===== config.mk =====
export PLATFORM = sky130hd
export DESIGN_NAME = echo_width_meter_flat
export DESIGN_NICKNAME = d
export VERILOG_FILES = /design/src/rtl/echo_width_meter_pkg.sv /design/src/rtl/echo_width_meter_if.sv /design/src/rtl/echo_width_meter_sync.sv /design/src/rtl/echo_width_meter.sv /design/src/flat_wrapper.sv
export SDC_FILE = /design/constraint.sdc
export NUM_CORES = 1
export LEC_CHECK = 0
export ABC_CLOCK_PERIOD_IN_PS = 3100
export CAP_MARGIN = 20
export CORE_ASPECT_RATIO = 0.5
export CORE_MARGIN = 2
export CORE_UTILIZATION = 30
export CTS_BUF_LIST = sky130_fd_sc_hd__clkbuf_4 sky130_fd_sc_hd__clkbuf_8
export CTS_CLUSTER_SIZE = 16
export DETAILED_ROUTE_END_ITERATION = 16
export MAX_ROUTING_LAYER = met4
export PLACE_DENSITY = 0.45
export SYNTH_ARGS = -nofsm -noshare
export SYNTH_HDL_FRONTEND = slang
export SYNTH_HIERARCHICAL = 1
export SYNTH_SLANG_ARGS = --single-unit

===== constraint.sdc =====
create_clock -name clk -period 3.1 [get_ports clk]
set_input_delay 0.465 -clock clk [delete_from_list [all_inputs] [get_ports clk]]
set_output_delay 0.465 -clock clk [all_outputs]
set_load 0.1 [all_outputs]

===== src/rtl/echo_width_meter_pkg.sv =====
// Shared types and default sizing for the echo pulse-width meter.
// Build option: ECHO_GLITCH_FILTER_EN (see echo_width_meter).
package echo_pkg;

  typedef enum logic [1:0] {
    IDLE    = 2'd0,
    ARMED   = 2'd1,
    MEASURE = 2'd2
  } state_t;

  localparam int CNT_W_DEF       = 24;
  localparam int TIMEOUT_CYC_DEF = 3800000;  // 38 ms at 100 MHz
  localparam int FILTER_LEN_DEF  = 4;

endpackage


===== src/rtl/echo_width_meter_if.sv =====
// Port bundle between the ranging controller and the echo width meter.
interface echo_width_meter_if #(
  parameter int CNT_W = echo_pkg::CNT_W_DEF
);
  import echo_pkg::*;

  // start is a one-cycle request taken only when the meter is idle (no ready);
  // valid and timeout are one-cycle strobes with no backpressure, width is
  // stable from the valid cycle until the next valid.
  logic             start;
  logic             echo;
  logic [CNT_W-1:0] width;
  logic             valid;
  logic             timeout;
  logic             busy;
  state_t           dbg_state;

  modport master (
    output start, echo,
    input  width, valid, timeout, busy, dbg_state
  );

  modport slave (
    input  start, echo,
    output width, valid, timeout, busy, dbg_state
  );

endinterface


===== src/rtl/echo_width_meter_sync.sv =====
// Two-flop synchronizer for the raw echo pin with registered edge flags
// aligned to the synchronized level echo_s.
module echo_sync (
  input  logic clk,
  input  logic reset,
  input  logic echo,
  output logic echo_s,
  output logic rise,
  output logic fall
);

  logic meta;

  // rise/fall are high in the first cycle echo_s shows the new level.
  always_ff @(posedge clk or negedge reset) begin
    if (!reset) begin
      meta   <= 1'b0;
      echo_s <= 1'b0;
      rise   <= 1'b0;
      fall   <= 1'b0;
    end else begin
      meta   <= echo;
      echo_s <= meta;
      rise   <= meta & ~echo_s;
      fall   <= ~meta & echo_s;
    end
  end

endmodule


===== src/rtl/echo_width_meter.sv =====
// Measures the echo high time in clk cycles after a start pulse.
// Build option: ECHO_GLITCH_FILTER_EN requires FILTER_LEN high cycles to accept a rise.
module echo_width_meter
  import echo_pkg::*;
#(
  parameter int CNT_W       = CNT_W_DEF,
  parameter int TIMEOUT_CYC = TIMEOUT_CYC_DEF,
  parameter int FILTER_LEN  = FILTER_LEN_DEF
) (
  input logic               clk,
  input logic               reset,
  echo_width_meter_if.slave bus
);

  localparam int RUN_W = $clog2(FILTER_LEN + 1);
`ifdef ECHO_GLITCH_FILTER_EN
  localparam int RISE_LEN = FILTER_LEN;
`else
  localparam int RISE_LEN = 1;
`endif
  localparam logic [RUN_W-1:0] RISE_LEN_R = RUN_W'(RISE_LEN);
  localparam logic [CNT_W-1:0] RISE_CNT   = CNT_W'(RISE_LEN);
  localparam logic [CNT_W-1:0] TMO        = CNT_W'(TIMEOUT_CYC);

  state_t           state;
  logic [CNT_W-1:0] cnt;
  logic [RUN_W-1:0] run_len;
  logic [RUN_W-1:0] run_nxt;
  logic [CNT_W-1:0] width_q;
  logic             valid_q;
  logic             timeout_q;
  logic             echo_s;
  logic             rise;
  logic             fall;

  echo_sync u_sync (
    .clk    (clk),
    .reset  (reset),
    .echo   (bus.echo),
    .echo_s (echo_s),
    .rise   (rise),
    .fall   (fall)
  );

  // Length of the current qualified high run while ARMED. A rise seen in the
  // first ARMED cycle (cnt==0) is a stale level from before arming.
  always_comb begin
    run_nxt = '0;
    if (state == ARMED) begin
      if (rise && cnt != '0)
        run_nxt = RUN_W'(1);
      else if (echo_s && run_len != '0)
        run_nxt = run_len + RUN_W'(1);
    end
  end

  always_ff @(posedge clk or negedge reset) begin
    if (!reset) begin
      state     <= IDLE;
      cnt       <= '0;
      run_len   <= '0;
      width_q   <= '0;
      valid_q   <= 1'b0;
      timeout_q <= 1'b0;
    end else begin
      valid_q   <= 1'b0;
      timeout_q <= 1'b0;
      run_len   <= run_nxt;
      case (state)
        IDLE: begin
          if (bus.start) begin
            state <= ARMED;
            cnt   <= '0;
          end
        end
        ARMED: begin
          // Accepted cycles already count toward the width.
          if (run_nxt == RISE_LEN_R) begin
            state <= MEASURE;
            cnt   <= RISE_CNT;
          end else if (cnt + CNT_W'(1) == TMO) begin
            timeout_q <= 1'b1;
            state     <= IDLE;
          end else begin
            cnt <= cnt + CNT_W'(1);
          end
        end
        MEASURE: begin
          if (fall) begin
            width_q <= cnt;
            valid_q <= 1'b1;
            state   <= IDLE;
          end else if (cnt == TMO) begin
            timeout_q <= 1'b1;
            state     <= IDLE;
          end else begin
            cnt <= cnt + CNT_W'(1);
          end
        end
        default: state <= IDLE;
      endcase
    end
  end

  assign bus.width     = width_q;
  assign bus.valid     = valid_q;
  assign bus.timeout   = timeout_q;
  assign bus.busy      = (state == ARMED) || (state == MEASURE);
  assign bus.dbg_state = state;

endmodule


===== src/flat_wrapper.sv =====
// flat-port wrapper written by rule: the top's interface ports become plain ports
module echo_width_meter_flat import echo_pkg::*;
#(
  parameter int CNT_W       = CNT_W_DEF,
  parameter int TIMEOUT_CYC = TIMEOUT_CYC_DEF,
  parameter int FILTER_LEN  = FILTER_LEN_DEF
)
  (clk, reset, bus_start, bus_echo, bus_width, bus_valid, bus_timeout, bus_busy, bus_dbg_state);
  echo_width_meter_if #(.CNT_W(CNT_W)) bus_i ();
  input logic clk;
  input logic reset;
  input wire logic [$bits(bus_i.start)-1:0] bus_start;
  input wire logic [$bits(bus_i.echo)-1:0] bus_echo;
  output wire logic [$bits(bus_i.width)-1:0] bus_width;
  output wire logic [$bits(bus_i.valid)-1:0] bus_valid;
  output wire logic [$bits(bus_i.timeout)-1:0] bus_timeout;
  output wire logic [$bits(bus_i.busy)-1:0] bus_busy;
  output wire logic [$bits(bus_i.dbg_state)-1:0] bus_dbg_state;
  assign bus_i.start = bus_start;
  assign bus_i.echo = bus_echo;
  assign bus_width = bus_i.width;
  assign bus_valid = bus_i.valid;
  assign bus_timeout = bus_i.timeout;
  assign bus_busy = bus_i.busy;
  assign bus_dbg_state = bus_i.dbg_state;
  echo_width_meter #(.CNT_W(CNT_W), .TIMEOUT_CYC(TIMEOUT_CYC), .FILTER_LEN(FILTER_LEN)) u_core (.clk(clk), .reset(reset), .bus(bus_i));
endmodule

==> flow_metrics.tcl <==
set metrics [dict create \
    ys_top_cells_by_area "dfrtp_1 (47%), mux2_2 (7.2%), o21ai_0 (5.4%), nand2_1 (3.2%), ha_1 (3.2%)" \
    ff_latch_area_mm2 0.00148 \
    syn_avg_cell_area_um2 9.68 \
    antenna_found_initial 0 \
    clk_pin_slew_worst_paths_ns 0.07 \
    cts_sinks 59 \
    busiest_layer "met1" \
    path_cells "ha_1 -> nand2_1 -> or4_1 -> or4_4 -> a211oi_2 -> nand4_2 -> o21ai_4 -> buf_4 -> o21ai_0 -> o41ai_1" \
    grt_max_degree 60 \
    yosysWarnings 6 \
    path_class "reg -> reg" \
    leakagePower_nw 1.75 \
    drive_above_1_share 0.277 \
    dr.pass1.iters 4 \
    status "completed" \
    antennaDiodeCount 0 \
    cp.buffers_inverters 1 \
    hold_violations 0 \
    cts-root-buf "clkbuf_8" \
    grt_util_met3 0.0449 \
    cts_tree "yes" \
    clk_latency_ns 0.35 \
    synth-seq-cells 59 \
    drt-total-wl_mm 8.97 \
    fillCellCount 1050 \
    vias 2662 \
    end_kind "register" \
    fin_skew_ns 0.00832 \
    gr-total-overflow 0 \
    syn2layout_area_growth_pct 23.3 \
    yosysMostFrequentCell "dfrtp_1" \
    synth-main-ff-cell "dfrtp_1" \
    post_drt_via_cell_ratio 5.13 \
    min_path_type "in -> async" \
    gr-usage-all-layers 0.177 \
    peakVddDrop_mv 0.249 \
    die_w_um 149 \
    async_flop_share 1.00 \
    grt_pass1_wl_mm 14.8 \
    nNetsFinal 388 \
    port-buffer-count 32 \
    finalMaxSlewViolations 0 \
    crit_fanout 27 \
    met2_usage 0.237 \
    fmax_mhz 343 \
    core_area_mm2 0.0102 \
    setup-tns-final_ns 0 \
    gp_congestion 0.867 \
    start_util 0.308 \
    critical_path_arrival_ns 3.15 \
    rr_worst_depth 10 \
    cts_buffer_depth 2 \
    critPathTopFamily "simple AND/OR/NAND/NOR gates" \
    synthDistinctLibCells 50 \
    synth_nets 336 \
    io_pins 33 \
    rrSetupSlack_ns 0.18 \
    dpl.hpwl_mm 6.40 \
    cp_slowest_cell "or4_4" \
    met1_usage 0.259 \
    synthesis.area_mm2 0.00314 \
    ant_nets 0 \
    min_period_over_period 0.941 \
    period_minus_slack_ns 2.92 \
    multi_input_area_mm2 0.00151 \
    synth-edff-count 0 \
    worstSetupStartpointType "register" \
    worst_pin_slew_ns 0.721 \
    max_stage_delay_ns 0.55 \
    fp.dieH_um 76.3 \
    grt_pass1_vias 2779 \
    utilization 0.380 \
    slew_headroom 0.518 \
    cts_buffers 9 \
    finalSetupViolations 0 \
    r2r_start "u_core/cnt[1]" \
    num_rows 26 \
    netlist.area_leader.share 0.471 \
    synth_largest_area_cell "dfrtp_1" \
    drc 0 \
    power_density_mw_per_mm2 576 \
    rsz0062_at_grt "no" \
    avgRoutedWirePerCell_um 17.3 \
    drt_iter0_drc 159 \
    syn_inst 324 \
    synth-seq-area-share 0.471 \
    die-area_mm2 0.0113 \
    rr_endpoint "u_core/cnt[14]" \
    synthTopCellsByCount "dfrtp_1 (59), o21ai_0 (34), nand2_1 (27), nor2_1 (23), mux2_2 (20)" \
    drv_cap 0 \
    h-tree-depth 3 \
    critPathRequiredTime_ns 3.33 \
]
## cells in the final DEF, fill, tap and decap left out, types with 3 or more instances in the layout
master,instances
a21oi_1,5
a31oi_1,5
and2_1,4
and3_1,11
buf_4,57
clkbuf_8,11
clkinv_2,3
dfrtp_1,59
ha_1,7
inv_1,12
mux2_2,20
nand2_1,27
nand2b_1,5
nand3_1,14
nand4_1,5
nor2_1,23
nor3_1,8
nor4_1,7
nor4b_1,3
o21ai_0,34
o21ai_1,5
o31ai_1,12
o41ai_1,6
## layout make-up
class                           count  area share
Clock buffer                       11      0.0392
Clock inverter                      3     0.00388
Inverter                           12      0.0117
Multi-Input combinational cell    232       0.391
Sequential cell                    59       0.382
Tap cell                          140      0.0453
Timing Repair Buffer               62       0.128
## registers in the layout, indices dropped and copies added, names as in the netlist
register / cells
u_core/bus.width: 24
u_core/u_sync/echo_s: 1
u_core/run_len: 3
u_core/cnt: 24
u_core/u_sync/meta: 1
u_core/u_sync/rise: 1
u_core/bus.dbg_state: 2
u_core/u_sync/fall: 1
u_core/bus.valid: 1
u_core/bus.timeout: 1
## layer usage
layer | part of all wire | vias up
li1 | - | 1275
met1 | 0.52 | 1316
met2 | 0.41 | 64
met3 | 0.056 | 7
met4 | 0.011 | 0
met5 | 0 | -
## how the worst max path moves through the flow
stage	startpoint	depth (start not counted)	endpoint	slack, ns
after floorplan	u_core/bus.dbg_state[0]	6	u_core/cnt[21]	0.06
after global placement	u_core/cnt[10]	8	u_core/cnt[4]	0.22
after detailed placement	u_core/cnt[9]	8	u_core/cnt[13]	0.17
after CTS	u_core/cnt[1]	9	u_core/cnt[13]	0.16
after global routing	u_core/cnt[1]	10	u_core/cnt[21]	0.005
final	u_core/cnt[1]	10	u_core/cnt[14]	0.18
## through the flow
step / setup WS [ns] / hold slack [ns] / cell area (um2) / total power [W] / instances
detailed placement: 0.170 / 0.380 / 3700 / 0.00161 / 505
CTS: 0.163 / 0.120 / 3860 / 0.00224 / 519
finish: 0.182 / 0.112 / 3870 / 0.00223 / 519
floorplan: 0.0550 / 0.169 / 3140 / 0.00138 / 324
global route: 0.00467 / 0.126 / 3870 / 0.00236 / 519
global placement: 0.216 / 0.370 / 3700 / 0.00159 / 505
## where the power goes
part	switching, W	internal [W]	leakage [nW]	total, W
Clock	0.000307	0.000320	0.0908	0.000627
Combinational	0.000570	0.000214	0.848	0.000784
Sequential	0.0000201	0.000796	0.815	0.000816
## what timing repair did
item | 4_1_cts | 5_1_grt
buffers inserted | 0 | 0
setup endpoints to repair | 0 | 2
hold buffers | 0 | 0
gates resized for setup | 0 | 1
## kinds of logic after synthesis
kind of cell             after synthesis  share of synthesized area
AND/OR/NAND/NOR                      123                      0.210
AO/OA/AOI/OAI                         78                      0.158
flip-flops                            59                      0.471
buffers and inverters                 33                     0.0491
multiplexers                          20                     0.0718
adder cells (fa/ha/maj)                8                     0.0319
XOR/XNOR                               3                    0.00838
(Power assumes the default switching activity.)
